### src/rtl/bist_addr_gen.sv
// Programmable BIST address sequencer: sweeps [lo, hi] up or down for a number
// of passes, optionally alternating direction, with stall back-pressure.
module bist_addr_gen #(
    parameter int WIDTH  = 12,
    parameter int PASS_W = 4
) (
    input  logic              clk,
    input  logic              rst_n,
    input  logic              start,
    input  logic [WIDTH-1:0]  lo,
    input  logic [WIDTH-1:0]  hi,
    input  logic              dir,
    input  logic              alt,
    input  logic [PASS_W-1:0] passes,
    input  logic              stall,
    output logic [WIDTH-1:0]  addr,
    output logic              valid,
    output logic              last,
    output logic [PASS_W-1:0] pass_idx,
    output logic              busy,
    output logic              done,
    output logic              err
);

    typedef enum logic {IDLE, RUN} state_t;

    state_t              state_q;
    logic [WIDTH-1:0]    addr_q, lo_q, hi_q;
    logic [PASS_W-1:0]   pass_idx_q, passes_q;
    logic                dir_q, alt_q;
    logic                valid_q, busy_q, done_q, err_q;
    logic                at_end;
    logic                dir_d;

    // End-of-pass is decided on the current address, before stepping,
    // so windows touching 0 or the top of the range never wrap.
    assign at_end = dir_q ? (addr_q == lo_q) : (addr_q == hi_q);
    assign dir_d  = alt_q ? ~dir_q : dir_q;

    always_ff @(posedge clk) begin
        if (!rst_n) begin
            state_q    <= IDLE;
            addr_q     <= '0;
            lo_q       <= '0;
            hi_q       <= '0;
            pass_idx_q <= '0;
            passes_q   <= '0;
            dir_q      <= 1'b0;
            alt_q      <= 1'b0;
            valid_q    <= 1'b0;
            busy_q     <= 1'b0;
            done_q     <= 1'b0;
            err_q      <= 1'b0;
        end else begin
            done_q <= 1'b0;
            err_q  <= 1'b0;
            case (state_q)
                IDLE: begin
                    if (start) begin
                        if ((lo <= hi) && (passes != '0)) begin
                            lo_q       <= lo;
                            hi_q       <= hi;
                            dir_q      <= dir;
                            alt_q      <= alt;
                            passes_q   <= passes;
                            addr_q     <= dir ? hi : lo;
                            pass_idx_q <= '0;
                            valid_q    <= 1'b1;
                            busy_q     <= 1'b1;
                            state_q    <= RUN;
                        end else begin
                            err_q <= 1'b1;
                        end
                    end
                end
                RUN: begin
                    if (!stall) begin
                        if (!at_end) begin
                            addr_q <= dir_q ? addr_q - WIDTH'(1) : addr_q + WIDTH'(1);
                        end else if (pass_idx_q != passes_q - PASS_W'(1)) begin
                            // Next pass starts immediately: no bubble at the boundary.
                            pass_idx_q <= pass_idx_q + PASS_W'(1);
                            dir_q      <= dir_d;
                            addr_q     <= dir_d ? hi_q : lo_q;
                        end else begin
                            state_q <= IDLE;
                            valid_q <= 1'b0;
                            busy_q  <= 1'b0;
                            done_q  <= 1'b1;
                        end
                    end
                end
                default: state_q <= IDLE;
            endcase
        end
    end

    assign addr     = addr_q;
    assign valid    = valid_q;
    assign last     = valid_q & at_end;
    assign pass_idx = pass_idx_q;
    assign busy     = busy_q;
    assign done     = done_q;
    assign err      = err_q;

endmodule

### config.mk
export PLATFORM = sky130hd
export DESIGN_NAME = bist_addr_gen
export DESIGN_NICKNAME = d
export VERILOG_FILES = /design/src/rtl/bist_addr_gen.sv
export SDC_FILE = /design/constraint.sdc
export NUM_CORES = 1
export LEC_CHECK = 0
export ABC_AREA = 1
export CAP_MARGIN = 5
export CORE_ASPECT_RATIO = 1.4
export CORE_MARGIN = 2
export CORE_UTILIZATION = 35
export CTS_CLUSTER_SIZE = 24
export DETAILED_ROUTE_END_ITERATION = 12
export PLACE_DENSITY = 0.55
export SETUP_SLACK_MARGIN = 0.4
export SYNTH_ARGS = -nofsm -noshare
export SYNTH_HDL_FRONTEND = slang
export SYNTH_SLANG_ARGS = --single-unit
export TNS_END_PERCENT = 20
### constraint.sdc
create_clock -name clk -period 2.8 [get_ports clk]
set_input_delay 0.28 -clock clk [delete_from_list [all_inputs] [get_ports clk]]
set_output_delay 0.28 -clock clk [all_outputs]
set_load 0.01 [all_outputs]
==> impl_metrics.tcl, run 1 <==
set metrics [dict create \
    clock_latency_ps 300 \
    synthTopCellsByArea "dfxtp_1, nand2_1, ha_1" \
    outcome "completed" \
    synthAdderAreaFrac_pct 7.678 \
    pin_count 55 \
    p_leak_nw 2.321 \
    synth_xor_xnor_area_share_pct 3.329 \
    drcViolationCount 0 \
    cts_tree "yes" \
    die-area_um2 12820 \
    syn_inst 669 \
    grt_usage_pct 19.20 \
    p_per_area_nw_per_um2 545.1 \
    start_util_pct 35.65 \
    drtIter0Drc 186 \
    routed_wl_mm 11.86 \
    max-slew-margin-rel_pct 46.58 \
    yosysSeqAreaShare_pct 24.00 \
    design.core.area_um2 11700 \
    grt_pass1_wl_mm 19.35 \
    layout-drive-gt1-share_pct 8.017 \
    cts-root-buf "clkbuf_16" \
    synth_edf_count 0 \
    grt_antenna_before_repair 0 \
    power.switching_mw 1.093 \
    netlist.area_leader.share_pct 24.00 \
    finalSetupViolations 0 \
    synth_top_cells_by_count "nand2_1, inv_1, nor2_1" \
    cp.required_ps 3030 \
    antenna_left 0 \
    first_pass_iters 5 \
    cts_max_path_buffers 2 \
    htree_levels 2 \
    post-cts-setup-buffers 0 \
    synth_seq_cells 50 \
    total_power_mw 2.680 \
    syn2layout_area_growth_pct 17.88 \
    syn_area_um2 4172 \
    yosysMostFrequentCell "nand2_1" \
    synth_compound_area_share_pct 15.30 \
    syn_area_per_cell_um2 6.235 \
    yosys_warnings 0 \
    worstMarginPinSlew_ps 798.8 \
    criticalPathCategory "in -> reg" \
    startpoint_type "input port" \
    dp_cells 851 \
    wire_per_inst_um 13.82 \
    port_buffers 54 \
    p_int_mw 1.587 \
    clock-sinks 50 \
    hp-class "reg -> reg" \
    num-nets-final 770 \
    synth_top_family_by_area "simple AND/OR/NAND/NOR gates" \
    whs_ps 476.3 \
    num_vias 4206 \
    cts_buffers 5 \
    synthSimpleGateAreaFrac_pct 37.25 \
    gp_congestion 0.8653 \
    cp_cell_sequence "clkdlybuf4s50_1, inv_1, ha_1, nand4_1, nor2_1, nand2_1, nand3_1, nand2_1, nand2_1, nor2_2, inv_2, o21ai_0, a21oi_1" \
    synth_cell_types 41 \
    fin_cells 858 \
    rsz0062_at_grt "yes" \
    swShare_pct 40.79 \
    worstPathArrival_ps 2450 \
    synth.area.mux_share_pct 0 \
    cap_violations 0 \
    async_reset_ff_share_pct 0 \
    cp_max_fo 28 \
    slew_viol_final 0 \
    path_clk_slew_ps 70 \
    finalCriticalPeriod_ps 2226 \
    hold_viol_final 0 \
    critical_path.max_stage_delay_ps 460 \
    grt_max_degree 38 \
    crit_top_cell "nand2_1" \
    die_x_um 96.27 \
    grt_overflow 0 \
    via_per_inst 4.902 \
    pwr-share-comb_pct 44.6 \
    finClkSkew_ps 6.484 \
    postCtsHoldBufs 0 \
    n_antenna_cell 0 \
    period_share_pct 79.49 \
    fin_setup_tns_ps 0 \
    synthFlopType "dfxtp_1" \
    rows 47 \
    critPathSlowestCell "clkdlybuf4s50_1" \
    endpoint_kind "register" \
    pwr-share-seq_pct 33.2 \
    synth_top_area_cell "dfxtp_1" \
    grt_pass1_vias 3902 \
    ir_worst_vdd_uv 237.5 \
    synth_nets 728 \
    clockPowerShare_pct 22.2 \
    die_h_um 133.2 \
    fmax_ghz 0.4493 \
    dp.final_hpwl_mm 9.326 \
]
[critical path: cells and delay by family]
| family | cells | cell delay (ps) |
|---|---|---|
| adders and majority gates | 1 | 290 |
| AOI/OAI and AO/OA | 2 | 280 |
| and+or+nand+nor | 7 | 710 |
| buffers and inverters | 3 | 870 |
[power by group through the flow]
stage          logic (mW)  registers, mW  clock network, mW
2_1_floorplan       0.866          0.891                  0
3_3_place_gp         1.16          0.902                  0
3_5_place_dp         1.18          0.904                  0
4_1_cts              1.20          0.889              0.610
5_1_grt              1.35          0.901              0.637
6_report             1.20          0.889              0.596
[cell type report]
cell class,count,area (µm²)
sequential,50,1001
tap,147,183.9
timing repair buffer,62,615.6
multi-input combinational,510,2664
clock buffer,7,132.6
inverter,82,320.3
fill,1278,6785
[layer usage]
| metal | routed length [µm] | track usage, % |
|---|---|---|
| met5 | 0 | 0 |
| met4 | 252 | 6.111 |
| met3 | 331 | 1.980 |
| met2 | 5838 | 32.91 |
| met1 | 5432 | 24.82 |
[timing repair]
item / in CTS / in global routing
endpoints found under the setup margin: 1 / 36
cloned: 0 / 0
resized for setup: 8 / 1
[path summary, 6_finish.rpt]
check / startpoint / end / slack [ps] / cells after the start
worst max-delay path: hi[9] / lo_q[6] / 570 / 13
worst min-delay path: lo_q[8] / lo_q[8] / 480 / 2
worst max register to register: addr[0] / addr[8] / 600 / 12
worst min register to register: lo_q[8] / lo_q[8] / 480 / 2
[state kept, by name, summed over array words and instances (netlist names)]
| name | cells |
|---|---|
| done | 1 |
| alt_q | 1 |
| addr | 12 |
| lo_q | 12 |
| dir_q | 1 |
| state_q | 1 |
| busy | 1 |
| pass_idx | 4 |
| hi_q | 12 |
| passes_q | 4 |
| err | 1 |
[kinds of logic (layout without fill, tap and decap cells)]
kind of cell,count (synthesis),count (layout)
buf+inv,109,151
flops,50,50
simple gates,353,353
compound gates,117,117
fa+ha+maj,25,25
xor+xnor,15,15
[per-stage QoR]
step / setup slack [ps] / utilization, % / area (µm²)
floorplan: 693.3 / - / 4172
global placement: 214.1 / 40.63 / 4755
finish: 574.4 / 42.02 / 4917
detailed placement: 184.3 / 40.63 / 4755
CTS: 491.8 / 41.98 / 4912
global route: 289.9 / 42.02 / 4917
[layout by cell type (no fill, tap or decap)]
cell | synthesis | routed
o211ai_1 | 4 | 4
o21bai_1 | 2 | 2
clkdlybuf4s50_1 | 0 | 53
nand2_1 | 205 | 205
nor2_1 | 56 | 55
nand3_4 | 2 | 2
buf_4 | 2 | 6
nand2_2 | 15 | 15
xnor2_2 | 1 | 1
fa_1 | 1 | 1
o21ai_2 | 1 | 1
nand2_4 | 3 | 3
a31oi_1 | 1 | 1
nand3_1 | 53 | 53
nand4_1 | 6 | 6
inv_12 | 0 | 1
a21oi_2 | 8 | 8
inv_1 | 79 | 78
dfxtp_1 | 50 | 50
o21ai_1 | 3 | 3
nor2_4 | 2 | 4
xor2_1 | 6 | 6
clkbuf_16 | 0 | 5
nand3b_1 | 1 | 1
a21oi_1 | 45 | 45
ha_1 | 24 | 24
inv_2 | 1 | 2
nor2_2 | 4 | 3
clkinv_1 | 1 | 1
nor3_1 | 2 | 2
buf_12 | 2 | 1
buf_6 | 3 | 1
nand4_4 | 1 | 1
clkbuf_1 | 13 | 2
nor3_2 | 1 | 1
xnor2_1 | 8 | 8
or2_2 | 2 | 2
o21a_1 | 1 | 1
dlygate4sd2_1 | 0 | 1
o21ai_0 | 52 | 52
Power figures use the tool's default switching activity.
==> run 2, diff against run 1 <==
- clock period: 2.8 -> 2.3 ns (I/O delays scaled with it)
==> impl_metrics.tcl, run 2 (synthesis results as in run 1) <==
set metrics [dict create \
    outcome "completed" \
    ff2ff_path_depth 16 \
    place_area_um2 5036 \
    first_pass_iters 5 \
    startpoint_type "register" \
    num_vias 4550 \
    drcViolationCount 0 \
    cp_max_fo 8 \
    gp_congestion 0.9041 \
    hp-class "in -> reg" \
    period_share_pct 87.58 \
    mostFrequentLayoutCells "nand2_1, inv_1, nand3_1, nor2_1, o21ai_0" \
    htree_levels 2 \
    endpoint_kind "register" \
    design.core.area_um2 11700 \
    clock-sinks 50 \
    regArea_um2 1007 \
    slew_viol_final 0 \
    port_buffers 54 \
    cts-root-buf "clkbuf_16" \
    pin_count 55 \
    preCtsSetupSlack_ps -174.1 \
    syn2layout_area_growth_pct 39.86 \
    die_h_um 133.2 \
    critPathLaunch "dir_q" \
    min_from "hi[8]" \
    dp.final_hpwl_mm 9.495 \
    antenna_left 0 \
    criticalPathCategory "reg -> reg" \
    whs_path_depth 4 \
    grt_overflow 0 \
    rsz0062_at_grt "yes" \
    grt_antenna_before_repair 0 \
    layout_commonest_cell "nand2_1" \
    finalCriticalPeriod_ps 2014 \
    final_cell_area_um2 5834 \
    via_per_inst 4.967 \
    die_x_um 96.27 \
    fin_cells 916 \
    wire_per_inst_um 14.40 \
    cts_max_path_buffers 2 \
    cp-endpoint "addr[4]" \
    fin_ws_ps 285.6 \
    reg2reg_to "addr[4]" \
    ir_worst_vdd_uv 362.2 \
    start_util_pct 35.65 \
    routed_wl_mm 13.19 \
    num-nets-final 828 \
    p_leak_nw 2.701 \
    cap_violations 0 \
    rrSetupSlack_ps 290 \
    p_per_area_nw_per_um2 647.5 \
    die-area_um2 12820 \
    nFillCells 1160 \
    cp.required_ps 2460 \
    grt_pass1_wl_mm 21.13 \
    grt_max_degree 38 \
    cts_tree "yes" \
    multi_input_area_um2 3010 \
    rows 47 \
    worstMarginPinSlew_ps 609.5 \
    finalSetupViolations 0 \
    clock_latency_ps 290 \
    drtIter0Drc 264 \
    hold_viol_final 0 \
    max-slew-margin-rel_pct 59.33 \
    fmax_ghz 0.4964 \
    worstPathArrival_ps 2180 \
    layout-drive-gt1-share_pct 23.28 \
    grt_pass1_vias 4334 \
    dp_cells 886 \
    finClkSkew_ps 4.775 \
    grt_usage_pct 21.25 \
    final_core_util_pct 49.86 \
    path_clk_slew_ps 70 \
    n_antenna_cell 0 \
    worstReg2RegStart "dir_q" \
    cts_buffers 5 \
]
==> run 2: worst min path at each step <==
stage	endpoint	slack (ps)
after floorplan	alt_q	360
after global placement	lo_q[1]	460
after detailed placement	lo_q[1]	460
after CTS	hi_q[8]	420
after global routing	hi_q[8]	430
final	hi_q[8]	420
==> run 2: metal layers <==
metal	wire length [µm]	global-route usage [%]	vias up	share of wire [%]
met5	0	0	-	0
met4	375	7.857	0	2.8
met3	371	1.867	19	2.8
met2	6879	38.08	82	52
met1	5565	25.70	2107	42
li1	-	-	2342	-
==> run 2: layout make-up <==
type	instances	area share [%]
flip-flops and latches	50	17.26
clock buffers	6	2.380
repair buffers	115	19.07
inverters	82	5.704
repair inverters	3	0.3217
multi-input cells	512	51.60
well taps	147	3.152
clock inverters	1	0.5147
==> run 2: per-stage QoR <==
stage | power (mW) | hold slack (ps) | setup TNS (ps)
after floorplan | 2.142 | 364.9 | 0
after global placement | 2.595 | 458.3 | -4178
after detailed placement | 2.616 | 460.2 | -5107
after CTS | 3.767 | 420.2 | 0
after global routing | 4.033 | 426.0 | 0
final | 3.778 | 420.4 | 0
==> run 2: repair_timing <==
| item | in CTS | in global routing |
|---|---|---|
| gates cloned | 6 | 0 |
| setup buffers | 16 | 1 |
| resized for setup | 110 | 10 |
| pin swaps | 22 | 7 |
| setup endpoints to repair | 50 | 49 |
| hold buffers | 0 | 0 |
==> run 2: critical path, stage by stage, from the launching register on <==
cell,delay (ps)
dfxtp_4,400
buf_12,160
inv_16,50
buf_12,120
nand2_2,50
nand2_1,50
nand2_1,60
nand2_2,60
nor2_1,80
nand2_1,90
nor2_4,180
nand4_4,180
nand2_2,100
nor2_2,40
buf_6,140
nand2_2,60
a21oi_2,40
==> run 2: power by group <==
group          switching (mW)  internal [mW]  total (mW)
Combinational            1.02          0.793        1.81
Sequential              0.126          0.968        1.09
Clock                   0.336          0.538       0.874
Total                    1.48           2.30        3.78
==> run 3, diff against run 2 <==
- ABC_AREA: 1 -> default
- CORE_UTILIZATION: 35 -> 54
- PLACE_DENSITY: 0.55 -> 0.8
==> impl_metrics.tcl, run 3 <==
set metrics [dict create \
    p_per_area_nw_per_um2 555.7 \
    routed_wl_mm 12.72 \
    die_h_um 99.14 \
    htree_levels 2 \
    grt_antenna_before_repair 0 \
    synth_top_area_cell "dfxtp_1" \
    fmax_ghz 0.3746 \
    cp.required_ps 2550 \
    ir_worst_vdd_uv 429.3 \
    cap_violations 0 \
    synthSimpleGateAreaFrac_pct 22.62 \
    slew_viol_final 0 \
    period_share_pct 116.1 \
    whs_path_depth 4 \
    yosysMostFrequentCell "nand2_1" \
    finClkSkew_ps 23.80 \
    endpoint_kind "register" \
    num-nets-final 626 \
    synthAdderAreaFrac_pct 9.176 \
    swShare_pct 35.11 \
    synth_edf_count 0 \
    power.switching_mw 1.047 \
    drtIter0Drc 400 \
    synth_seq_cells 50 \
    synthTopCellsByArea "dfxtp_1, ha_1, nand2_1" \
    fin_ws_ps -369.6 \
    first_pass_iters 5 \
    outcome "finished, violations left" \
    grt_pass1_wl_mm 20.29 \
    worstMarginPinSlew_ps 1036 \
    ff2ff_path_depth 11 \
    grt_usage_pct 36.04 \
    syn2layout_area_growth_pct 53.66 \
    min_from "hi[11]" \
    pin_count 55 \
    synthFlopType "dfxtp_1" \
    grt_pass1_vias 4088 \
    final_core_util_pct 85.77 \
    mostFrequentLayoutCells "buf_4, nand2_1, dfxtp_1" \
    async_reset_ff_share_pct 0 \
    layout_commonest_cell "buf_4" \
    grt_use_met3_pct 5.167 \
    netlist.area_leader.share_pct 28.67 \
    synth_compound_area_share_pct 19.68 \
    cts_max_path_buffers 2 \
    die-area_um2 7133 \
    worstReg2RegStart "dir_q" \
    final_cell_area_um2 5364 \
    rrSetupSlack_ps -370 \
    grt_overflow 0 \
    cp_max_fo 22 \
    cts-root-buf "clkbuf_8" \
    criticalPathCategory "reg -> reg" \
    pwr-share-seq_pct 34.4 \
    start_util_pct 55.82 \
    n_antenna_cell 0 \
    path_clk_slew_ps 110 \
    synth_top_cells_by_count "nand2_1, dfxtp_1, a21oi_1" \
    synth_nets 499 \
    yosys_warnings 0 \
    clockPowerShare_pct 22.5 \
    wire_per_inst_um 19.88 \
    antenna_left 0 \
    violations "negative setup slack" \
    synth_xor_xnor_area_share_pct 7.025 \
    cp_cell_sequence "buf_12, buf_6, buf_6, mux2i_4, xnor2_2, nor4_2, buf_4, nand3_2, buf_12, o311ai_0, a32o_1" \
    p_int_mw 1.934 \
    port_buffers 54 \
    place_area_um2 4557 \
    pwr-share-comb_pct 43.1 \
    hp-class "in -> reg" \
    finalSetupViolations 21 \
    num_vias 4081 \
    min_to "hi_q[11]" \
    total_power_mw 2.981 \
    critPathSlowestCell "o311ai_0" \
    whs_ps 280.6 \
    rsz0062_at_grt "yes" \
    max-slew-margin-rel_pct 30.46 \
    startpoint_type "register" \
    drcViolationCount 0 \
    clock-sinks 50 \
    syn_area_per_cell_um2 7.934 \
    rows 34 \
    p_leak_nw 2.190 \
    path_buf_inv 5 \
    postCtsHoldBufs 0 \
    worstPathArrival_ps 2920 \
    yosysSeqAreaShare_pct 28.67 \
    synth.area.mux_share_pct 7.204 \
    syn_inst 440 \
    syn_area_um2 3491 \
    grt_util_met2_pct 62.61 \
    finalCriticalPeriod_ps 2670 \
    clock_latency_ps 320 \
    dp.final_hpwl_mm 7.228 \
    cts_buffers 5 \
    critical_path.max_stage_delay_ps 490 \
    cts_tree "yes" \
    via_per_inst 6.377 \
    layout-drive-gt1-share_pct 35.56 \
    synth_cell_types 55 \
    synth_top_family_by_area "simple AND/OR/NAND/NOR gates" \
    die_x_um 71.95 \
    gp_congestion 0.9122 \
    path_delay_family "compound AO/OA/AOI/OAI gates" \
    hold_viol_final 0 \
    grtUsageMet1_pct 43.49 \
    design.core.area_um2 6254 \
    grt_max_degree 36 \
    reg2reg_to "addr[3]" \
    busiest_layer "met2" \
]
-- run 3: cell types whose count changed in the layout (fill, tap and decap cells not counted), moves of 15 or more --
cell / before / now
buf_4: 44 / 68
inv_1: 66 / 10
o21ai_0: 50 / 11
mux2i_1: 0 / 20
nand3_1: 50 / 7
nor2_1: 50 / 32
nand2_1: 190 / 56
xnor2_1: 8 / 23
dlygate4sd2_1: 22 / 0
-- run 3: cells by family (layout without fill, tap and decap cells) --
family	count (synthesis)	after routing
adder cells (fa/ha/maj)	25	25
AND/OR/NAND/NOR	162	162
multiplexers	25	25
XOR/XNOR	28	28
flip-flops	50	50
buffers and inverters	46	174
AO/OA/AOI/OAI	104	104
-- run 3: layer usage --
metal / up-vias / routed length [µm]
met4: 0 / 646
met2: 258 / 6377
li1: 1820 / -
met1: 1930 / 4820
met5: - / 0
met3: 73 / 876
-- run 3: through the flow --
stage	setup WS, ps	setup TNS (ps)	cells
CTS	-130.5	-1841	637
finish	-369.6	-5262	640
floorplan	11.19	0	440
global placement	-772.1	-33960	606
global route	-446.9	-8286	640
detailed placement	-823.8	-36670	606
-- run 3: cell type report --
class	instances	area [µm²]
timing repair buffer	144	1391
clock inverter	1	30.03
inverter	22	102.6
clock buffer	7	86.33
tap	72	90.09
sequential	50	1005
fill	295	889.6
multi-input combinational	344	2659
-- run 3: timing repair --
item                                    in CTS  in global routing
setup buffers                               20                  3
pin swaps                                   55                 20
endpoints found under the setup margin      50                 50
resized for setup                          143                 70
cloned                                       3                  0
-- run 3: power by group through the flow --
stage	Combinational (mW)	Clock (mW)	Sequential, mW
after floorplan	0.602	0	1.02
after global placement	0.971	0	1.02
after detailed placement	1.00	0	1.03
after CTS	1.18	0.654	1.01
after global routing	1.36	0.701	1.03
final	1.29	0.671	1.02
-- run 3: tightest hold or removal path: cells and delay by family --
family	cells	cell delay, ps
compound gates	1	110
buf+inv	2	170
simple gates	1	40
-- run 3: worst max path at each step --
stage                     startpoint     endpoint  cells past startpoint
after CTS                      dir_q      addr[6]                     11
after global placement         hi[1]      addr[2]                     11
after floorplan                hi[1]  pass_idx[0]                     10
after global routing           dir_q      addr[6]                     12
final                          dir_q      addr[3]                     11
after detailed placement       hi[1]      hi_q[3]                     12
